`src/rtl/control_unit.sv`:
```
// Fetch/decode/execute sequencer for a small accumulator datapath.
// Each instruction takes exactly three cycles (FETCH, DECODE, EXECUTE).
// It drives the ALU opcode and immediate, selects the ALU IN1 register,
// and pulses one-cycle clock enables for ACC and R0..R3.
// A SYS HALT instruction parks the unit in HALT until nRST is asserted.
module control_unit #(
  parameter int DATA_WIDTH  = 8,
  parameter int OP_WIDTH    = 4,
  parameter int INSTR_WIDTH = 2 + 2 + OP_WIDTH + DATA_WIDTH
) (
  input  logic                   CLK,
  input  logic                   nRST,
  input  logic [INSTR_WIDTH-1:0] INSTR,
  input  logic                   ZF,
  output logic [DATA_WIDTH-1:0]  PC,
  output logic [OP_WIDTH-1:0]    OP,
  output logic [DATA_WIDTH-1:0]  IMM,
  output logic [1:0]             R_SEL,
  output logic                   ACC_CE,
  output logic [3:0]             R_CE,
  output logic                   Z_FLAG,
  output logic                   HALTED
);

  typedef enum logic [1:0] {
    S_FETCH   = 2'd0,
    S_DECODE  = 2'd1,
    S_EXECUTE = 2'd2,
    S_HALT    = 2'd3
  } state_e;

  typedef enum logic [1:0] {
    C_ALU = 2'b00,
    C_MOV = 2'b01,
    C_JMP = 2'b10,
    C_SYS = 2'b11
  } class_e;

  state_e                   state_q, state_d;
  logic [DATA_WIDTH-1:0]    pc_q, pc_d;
  logic [INSTR_WIDTH-1:0]   ir_q, ir_d;
  logic                     z_flag_q, z_flag_d;

  class_e                   ir_class;
  logic [1:0]               ir_reg;
  logic [OP_WIDTH-1:0]      ir_op;
  logic [DATA_WIDTH-1:0]    ir_imm;
  logic                     jump_taken;
  logic                     acc_ce;
  logic [3:0]               r_ce;

  // Instruction field extraction: [15:14] class, [13:12] reg, [11:8] op, [7:0] imm.
  assign ir_class = class_e'(ir_q[INSTR_WIDTH-1 -: 2]);
  assign ir_reg   = ir_q[INSTR_WIDTH-3 -: 2];
  assign ir_op    = ir_q[DATA_WIDTH +: OP_WIDTH];
  assign ir_imm   = ir_q[DATA_WIDTH-1:0];

  // Jump condition evaluated on the flag latched by an earlier ALU instruction.
  always_comb begin
    case (ir_op[1:0])
      2'b00:   jump_taken = 1'b1;
      2'b01:   jump_taken = z_flag_q;
      2'b10:   jump_taken = ~z_flag_q;
      default: jump_taken = 1'b0;
    endcase
  end

  // Next-state, next-PC, IR capture and enable decode.
  always_comb begin
    // NOTE: every variable gets a default first so no path can infer a latch.
    state_d  = state_q;
    pc_d     = pc_q;
    ir_d     = ir_q;
    z_flag_d = z_flag_q;
    acc_ce   = 1'b0;
    r_ce     = 4'b0000;
    case (state_q)
      S_FETCH:  state_d = S_DECODE;
      S_DECODE: begin
        ir_d    = INSTR;
        state_d = S_EXECUTE;
      end
      S_EXECUTE: begin
        state_d = S_FETCH;
        pc_d    = pc_q + DATA_WIDTH'(1);
        case (ir_class)
          C_ALU: begin
            acc_ce   = 1'b1;
            z_flag_d = ZF;
          end
          C_MOV: r_ce = 4'b0001 << ir_reg;
          C_JMP: if (jump_taken) pc_d = ir_imm;
          C_SYS: if (ir_op[0]) begin
            state_d = S_HALT;
            pc_d    = pc_q;
          end
          default: ;
        endcase
      end
      default: state_d = S_HALT;
    endcase
  end

  // State, PC, IR and zero-flag registers.
  always_ff @(posedge CLK or negedge nRST) begin
    // NOTE: sequential state uses non-blocking assignments so all flops update together.
    if (!nRST) begin
      state_q  <= S_FETCH;
      pc_q     <= '0;
      ir_q     <= '0;
      z_flag_q <= 1'b0;
    end else begin
      state_q  <= state_d;
      pc_q     <= pc_d;
      ir_q     <= ir_d;
      z_flag_q <= z_flag_d;
    end
  end

  // Output mapping; the enables decode only the asynchronously reset state
  // register, so they fall the moment nRST is asserted.
  assign PC     = pc_q;
  assign OP     = ir_op;
  assign IMM    = ir_imm;
  assign R_SEL  = ir_reg;
  assign ACC_CE = acc_ce;
  assign R_CE   = r_ce;
  assign Z_FLAG = z_flag_q;
  assign HALTED = (state_q == S_HALT);

endmodule

```
`config.mk`:
```
export PLATFORM = sky130hd
export DESIGN_NAME = control_unit
export DESIGN_NICKNAME = d
export VERILOG_FILES = /design/src/rtl/control_unit.sv
export SDC_FILE = /design/constraint.sdc
export NUM_CORES = 1
export LEC_CHECK = 0
export ABC_CLOCK_PERIOD_IN_PS = 2300
export BUFFER_PORTS_ARGS = -buffer_cell sky130_fd_sc_hd__buf_2
export CORE_UTILIZATION = 45
export CTS_CLUSTER_DIAMETER = 120
export DETAILED_ROUTE_END_ITERATION = 7
export GPL_TIMING_DRIVEN = 0
export PLACE_DENSITY = 0.73
export SLEW_MARGIN = 20
export SYNTH_ARGS = -nofsm -noshare
export SYNTH_HDL_FRONTEND = slang
export SYNTH_SLANG_ARGS = --single-unit
```
`constraint.sdc`:
```
create_clock -name CLK -period 2.3 [get_ports CLK]
set_clock_uncertainty 0.05 [all_clocks]
set_input_delay 0.23 -clock CLK [delete_from_list [all_inputs] [get_ports CLK]]
set_output_delay 0.23 -clock CLK [all_outputs]
set_load 0.005 [all_outputs]
```
==> results of run 1 <==
==> metal layers <==
| metal | track usage, % | vias up |
|---|---|---|
| li1 | - | 521 |
| met4 | 10.2 | 0 |
| met2 | 33.2 | 27 |
| met5 | 0 | - |
| met1 | 22.9 | 551 |
| met3 | 3.35 | 5 |
==> placed cells by master, fill, tap and decap left out, types with 2 or more instances in the layout <==
cell type and count:
a21oi_1 6, a2bb2oi_1 4, buf_2 49, buf_4 17
clkbuf_4 3, dfrtp_1 27, inv_1 3, mux2_1 2
mux2_2 14, mux2i_1 7, nand2_1 6, nand3_1 4
nand4_1 2, nor2_1 3, nor3b_1 3, o21ai_0 2
==> worst max-delay path, delay by kind of cell, from the launching register on <==
kind | cells | cell delay [ns]
buffers and inverters | 1 | 0.14
AND/OR/NAND/NOR | 3 | 0.75
flip-flops | 1 | 0.42
==> layout make-up <==
cell class                 instances  area, sq um  area share, %
timing repair buffer              48          245           14.3
tap                               31         38.8           2.27
clock buffer                       3         22.5           1.32
buffer                            19          138           8.05
clock inverter                     1         5.00          0.293
sequential                        27          676           39.5
multi-input combinational         71          574           33.6
inverter                           3         11.3          0.658
==> kinds of logic (layout without fill, tap and decap cells) <==
| kind of cell | after synthesis | after routing | share of synthesized area [%] |
|---|---|---|---|
| compound gates | 18 | 18 | 9.21 |
| fa+ha+maj | 1 | 1 | 0.894 |
| buf+inv | 22 | 74 | 10.6 |
| flops | 27 | 27 | 48.3 |
| mux | 23 | 23 | 17.9 |
| simple gates | 29 | 29 | 13.1 |
==> through the flow <==
step	hold slack, ns	setup WS, ns	utilization [%]
after floorplan	-0.116	0.796	-
after detailed placement	0.227	0.682	58.6
final	0.0314	0.376	60.0
after CTS	0.0225	0.351	60.0
after global routing	0.0392	0.185	60.0
after global placement	0.218	0.706	58.6
==> state kept, by name, indices dropped and copies added, names as in the netlist <==
register / cells
ir_q: 16
state_q: 2
Z_FLAG: 1
PC: 8
==> where the power goes <==
part	switching, mW	internal [mW]
combinational	0.477	0.721
sequential	0.256	0.720
clock	0.144	0.0656
total	0.877	1.51
==> final timing paths <==
| path | from | endpoint | slack (ns) | cells after the start |
|---|---|---|---|---|
| setup / recovery | state_q[0]$_DFF_PN0_ | R_CE[0] | 0.38 | 4 |
| hold / removal | INSTR[3] | ir_q[3]$_DFFE_PN0N_ | 0.03 | 3 |
| setup reg to reg | state_q[1]$_DFF_PN0_ | ir_q[15]$_DFFE_PN0N_ | 0.65 | 4 |
| hold reg to reg | state_q[0]$_DFF_PN0_ | state_q[1]$_DFF_PN0_ | 0.47 | 1 |
| max in group asynchronous | nRST | ir_q[9]$_DFFE_PN0N_ | 1.44 | 2 |
| min in group asynchronous | nRST | ir_q[11]$_DFFE_PN0N_ | 0.36 | 2 |
==> what timing repair did <==
item	in CTS	in global routing
endpoints found under the hold margin	27	0
buffers inserted	0	0
hold buffers	1	0
==> summary.txt, run 1 <==
Status
  – Status: finished with violations
  – Failing checks: design-rule violations

Clock tree
  – Clk root buf: clkbuf_4
  – Worst-path clk slew: approximately 0.15 ns
  – Worst-Skew Late Latency: about 0.34 ns
  – CTS tree: built
  – H-Tree Depth: 1
  – Clock sink total: 27
  – PostCTS Resize Cnt: 0
  – Clk buf depth: 2
  – CTS Buf Count: 3

Drt
  – Routed vias: approximately 1100
  – DR iter-0 viols: 33
  – Via density: around 5.4
  – Wire length per cell: around 14 microns
  – Metal3 WL: between 100 and 150 microns
  – # DRC: 1
  – DR top layer: met4
  – WL final: ~2.8 mm
  – Drt first pass iters: 6
  – Wl on met1: approximately 1.2 mm
  – WL met2: roughly 1.4 mm
  – Post-route ant nets: 0

Placement
  – Post-DP HPWL: roughly 2.1 mm
  – Placed cell areas: 0.00167 sq mm
  – Placed Cells: 198
  – Routability cong.: around 0.75
  – Port Buf Inserts: between 40 and 50

STA
  – Slew HR: 60.0%
  – Least-Margin Pin Slew: about 0.60 ns
  – Final hold vios: 0
  – RSZ-0062 raised after global routing: no
  – Endpoints failing setup: 0
  – Setup TNS: 0 ns
  – Final Slew Violations: 0
  – Period utilization: a little over four fifths
  – Crit path time final: about 1.9 ns
  – Highest Clock Rate: just over 500 MHz

Global routing
  – Grt total ovfl: 0
  – Gr usage total: about a fifth
  – Pin count of the biggest net entering global routing: 28
  – Vias in the first global route: approximately 1100
  – First-pass GRT wire length: 4.77 mm
  – Initial antenna violation count: 0

Logic synthesis
  – Syn. warnings: 0
  – Mapped cell area: approximately 0.0014 sq mm
  – Area share of the largest cell type after synthesis: between 40 and 50%
  – Synth Area per Inst: 11.7 sq um
  – #FFs+latches synth: 27
  – Cells after Synth: between 100 and 150
  – Asr flop ratio synth: between 90% and 100%
  – Distinct cells, synth: 33
  – Cell taking the most area after synthesis: dfrtp_1
  – Most frequent cell after synthesis: dfrtp_1
  – Post-synth top cells: dfrtp_1, buf_4, mux2_2
  – Largest cells by area after synthesis: dfrtp_1, mux2_2, buf_4
  – Synth Flop Type: dfrtp_1
  – EDFF count, synth: 0
  – Post-synth net total: 140
  – Register area share after synthesis: 48.3%

Die
  – IO Count: between 40 and 50
  – Starting Density: roughly half
  – Die width: ~58 microns
  – Die ar.: ~0.0033 sq mm
  – Die span in y: between 50 and 60 microns
  – FP Rows: 19
  – Core area: ~0.0029 sq mm

Worst setup path
  – Largest stage delay, worst path: ~0.42 ns
  – CP arrival: about 1.6 ns
  – CP max stage cell: dfrtp_1
  – CP dominant cell by count: nor3b_1
  – Critical path peak fanout: 4
  – CP startpoint kind: flop
  – Crit path cell chain: nand2b_4 > nor3b_1 > nor3b_1 > buf_2
  – Type of the worst setup path: reg2out
  – CP Capture Type: output port
  – Worst path required time: slightly above 2 ns

Cells and area
  – Area grow syn2layout: 22.3%
  – Ant. Diodes: 0
  – # fillers: 261
  – Final cell count without fillers: 203
  – Layout cells sized above 1: 51.7%
  – Post-route cell area: between 0.0015 and 0.002 sq mm
  – Nets: 193

Pwr
  – Pwr dens: 1390 mW/mm^2
  – Pwr Total: 2.38 mW
  – Leakage dissipation: 0.870 nW
  – Largest vdd supply drop: about 0.63 mV

Min path
  – Worst min path class: in2reg

Flow run
  – Max-capacitance violation count: 0
Power figures use the tool's default switching activity.
==> run 2: changes to the inputs <==
ABC_AREA = 1   (was not set)
ABC_CLOCK_PERIOD_IN_PS = 1820   (was 2300)
PLACE_DENSITY = 0.72   (was 0.73)
clock period = 1.82 ns   (was 2.3 ns; I/O delays follow)
==> run 2 against run 1 <==
- the flow now finishes without violations
- synthesized area grew 5.5%
- critical path depth increased by 1
- via count up 23%
- largest power group unchanged
==> summary.txt, run 2 <==
STA
  – RSZ-0062 raised after global routing: no (unchanged)
  – Final hold slack: 0.00292 ns (was 0.0314 ns)
  – Highest Clock Rate: a little over 600 MHz
  – Period utilization: 90.2%
  – Crit path time final: 1.64 ns
  – Endpoints failing setup: 0 (unchanged)
  – Final Slew Violations: 0 (unchanged)
  – Slew HR: 60.4% (was 60.0%)
  – Final hold vios: 0 (unchanged)
  – Setup TNS: 0 ns (unchanged)
  – Least-Margin Pin Slew: 0.594 ns (was 0.600 ns)

Worst setup path
  – CP Capture Type: output port (unchanged)
  – Critical path peak fanout: 4 (unchanged)
  – Type of the worst setup path: reg2out (unchanged)
  – CP Depth: 5 (was 4)
  – Largest stage delay, worst path: 0.45 ns (was 0.42 ns)
  – CP startpoint kind: flop (unchanged)
  – Crit path cell chain: inv_2 > nor2_4 > inv_1 > nor4_1 > buf_2 (was nand2b_4 > nor3b_1 > nor3b_1 > buf_2)
  – CP arrival: 1.41 ns (was 1.64 ns)
  – Worst path required time: 1.59 ns (was 2.02 ns)
  – Buf/Inv on CP: 3 (was 1)
  – Worst r2r path cells: 5 (was 4)
  – CP top delay family: flip-flops (was simple AND/OR/NAND/NOR gates)
  – CP max stage cell: dfrtp_1 (unchanged)

Global routing
  – Vias in the first global route: 1213 (was 1054)
  – Grt total ovfl: 0 (unchanged)
  – Gr usage total: 19.0% (was 19.2%)
  – Pin count of the biggest net entering global routing: 28 (unchanged)
  – Initial antenna violation count: 0 (unchanged)
  – First-pass GRT wire length: 5.11 mm (was 4.77 mm)

Cells and area
  – Post-route cell area: 0.00191 sq mm (was 0.00171 sq mm)
  – Ant. Diodes: 0 (unchanged)
  – Final cell count without fillers: 303 (was 203)
  – Layout cells sized above 1: 29.3% (was 51.7%)
  – Area grow syn2layout: 29.7% (was 22.3%)
  – Nets: 280 (was 193)
  – Most common cell after layout, fill and taps aside: nand2_1 (was buf_2)
  – Max FFs per register: 16 (unchanged)
  – Most frequent cells in the layout: nand2_1, buf_2, dfrtp_1 (was buf_2, dfrtp_1, buf_4)
  – Reg with most FFs: ir_q (unchanged)

Logic synthesis
  – Register area share after synthesis: 45.8% (was 48.3%)
  – Synth Flop Type: dfrtp_1 (unchanged)
  – Most frequent cell after synthesis: nand2_1 (was dfrtp_1)
  – Cell taking the most area after synthesis: dfrtp_1 (unchanged)
  – Asr flop ratio synth: 100% (unchanged)
  – Area share of the largest cell type after synthesis: 45.8% (was 48.3%)
  – EDFF count, synth: 0 (unchanged)
  – Mapped cell area: 0.00148 sq mm (was 0.00140 sq mm)
  – Post-synth top cells: nand2_1, dfrtp_1, inv_1 (was dfrtp_1, buf_4, mux2_2)
  – #FFs+latches synth: 27 (unchanged)
  – Syn. warnings: 0 (unchanged)
  – Post-synth net total: 216 (was 140)
  – Synth Area per Inst: 7.53 sq um (was 11.7 sq um)
  – Distinct cells, synth: 18 (was 33)
  – Cells after Synth: 196 (was 120)
  – Largest cells by area after synthesis: dfrtp_1, nand2_1, buf_4 (was dfrtp_1, mux2_2, buf_4)

Placement
  – Post-DP HPWL: 2.19 mm (was 2.10 mm)
  – Port Buf Inserts: 47 (unchanged)
  – Placed Cells: 287 (was 198)
  – Placed cell areas: 0.00177 sq mm (was 0.00167 sq mm)
  – Routability cong.: 0.788 (was 0.748)

Clock tree
  – Worst-Skew Late Latency: 0.32 ns (was 0.34 ns)
  – Clock sink total: 27 (unchanged)
  – PostCTS Resize Cnt: 0 (unchanged)
  – CTS Buf Count: 3 (unchanged)
  – Post-CTS Setup Bufs: 0 (unchanged)
  – CTS tree: built (unchanged)
  – H-Tree Depth: 1 (unchanged)
  – Clk buf depth: 2 (unchanged)
  – Worst-path clk slew: 0.15 ns (about the same)
  – Hold buffer count at cts: 9 (was 1)
  – Clk root buf: clkbuf_4 (unchanged)

Drt
  – Post-route ant nets: 0 (unchanged)
  – WL final: 3.06 mm (was 2.83 mm)
  – Via density: 4.50 (was 5.44)
  – DR iter-0 viols: 47 (was 33)
  – Routed vias: 1362 (was 1104)
  – # DRC: 0 (was 1)
  – Drt first pass iters: 4 (was 6)
  – Wire length per cell: 10.1 microns (was 13.9 microns)

Min path
  – Worst min path class: in2reg (unchanged)
  – Hold path depth: 3 (unchanged)

Die
  – Die span in y: 59.3 microns (was 57.8 microns)
  – Die width: 59.3 microns (was 57.8 microns)
  – Die ar.: 0.00351 sq mm (was 0.00334 sq mm)
  – FP Rows: 20 (was 19)
  – Starting Density: 47.9% (was 49.0%)
  – Core area: 0.00308 sq mm (was 0.00285 sq mm)
  – IO Count: 48 (unchanged)

Pwr
  – Leakage dissipation: 1.08 nW (was 0.870 nW)
  – Pwr Total: 3.05 mW (was 2.38 mW)
  – Largest vdd supply drop: 0.819 mV (was 0.627 mV)
  – Pwr dens: 1600 mW/mm^2 (was 1390 mW/mm^2)

Status
  – Status: finished, final reports clean (was finished with violations)

Flow run
  – Max-capacitance violation count: 0 (unchanged)
-- run 2: cell count changes after synthesis, sizes merged, moves of 4 or more --
cell,change
a2bb2oi,-4
nand2,+69
inv,+19
nor2,+16
mux2,-16
mux2i,-7
nand3,+10
nor4,+4
o21ai,+11
a21oi,-6
-- run 2: stage by stage --
stage	utilization, %	setup WS, ns
after CTS	61.2	0.230
after detailed placement	57.4	0.515
after global routing	62.2	0.0280
after global placement	57.4	0.546
after floorplan	-	0.658
final	62.2	0.179
-- run 2: area by class of cell --
| class | count | area [sq um] |
|---|---|---|
| Fill cell | 298 | 1160 |
| Clock buffer | 3 | 22.5 |
| Sequential cell | 27 | 676 |
| Timing Repair Buffer | 59 | 355 |
| Clock inverter | 1 | 5.00 |
| Inverter | 23 | 86.3 |
| Buffer | 18 | 138 |
| Multi-Input combinational cell | 128 | 576 |
| Tap cell | 44 | 55.1 |
-- run 2: logic make-up (layout without fill, tap and decap cells) --
kind of cell,Yosys count,count (layout),share of synthesized area (%)
AO/OA/AOI/OAI,13,13,4.41
adder cells (fa/ha/maj),1,1,0.848
buffers and inverters,41,104,15.2
flip-flops,27,27,45.8
AND/OR/NAND/NOR,114,114,33.8
-- run 2: path summary, 6_finish.rpt --
check	slack, ns	start	endpoint
min in group asynchronous	0.33	nRST	ir_q[3]$_DFFE_PN0N_
worst min-delay path	0.003	INSTR[9]	ir_q[9]$_DFFE_PN0N_
worst max register to register	0.48	state_q[0]$_DFF_PN0_	ir_q[10]$_DFFE_PN0N_
worst min register to register	0.44	ir_q[10]$_DFFE_PN0N_	ir_q[10]$_DFFE_PN0N_
worst max-delay path	0.18	state_q[1]$_DFF_PN0_	R_CE[1]
max in group asynchronous	1.00	nRST	PC[0]$_DFFE_PN0P_
-- run 2: where the power goes --
| part | leakage (nW) | switching (mW) | total [mW] | internal [mW] |
|---|---|---|---|---|
| clock network | 0.0177 | 0.177 | 0.259 | 0.0822 |
| logic | 0.734 | 0.857 | 1.62 | 0.765 |
| registers | 0.333 | 0.282 | 1.17 | 0.891 |
| total | 1.08 | 1.32 | 3.05 | 1.74 |
-- run 2: metal layers --
metal / up-vias / global-route usage, % / share of wire, %
li1: 723 / - / -
met1: 604 / 26.1 / 48
met2: 33 / 31.8 / 47
met3: 2 / 1.31 / 4.3
met4: 0 / 6.12 / 0.88
met5: - / 0 / 0
-- run 2: worst register-to-register path, cell delays in order (launching register included) --
cell,delay [ns]
dfrtp_1,0.45
inv_1,0.10
nor2_4,0.15
clkinv_1,0.30
nand2_1,0.15
nand2_1,0.05
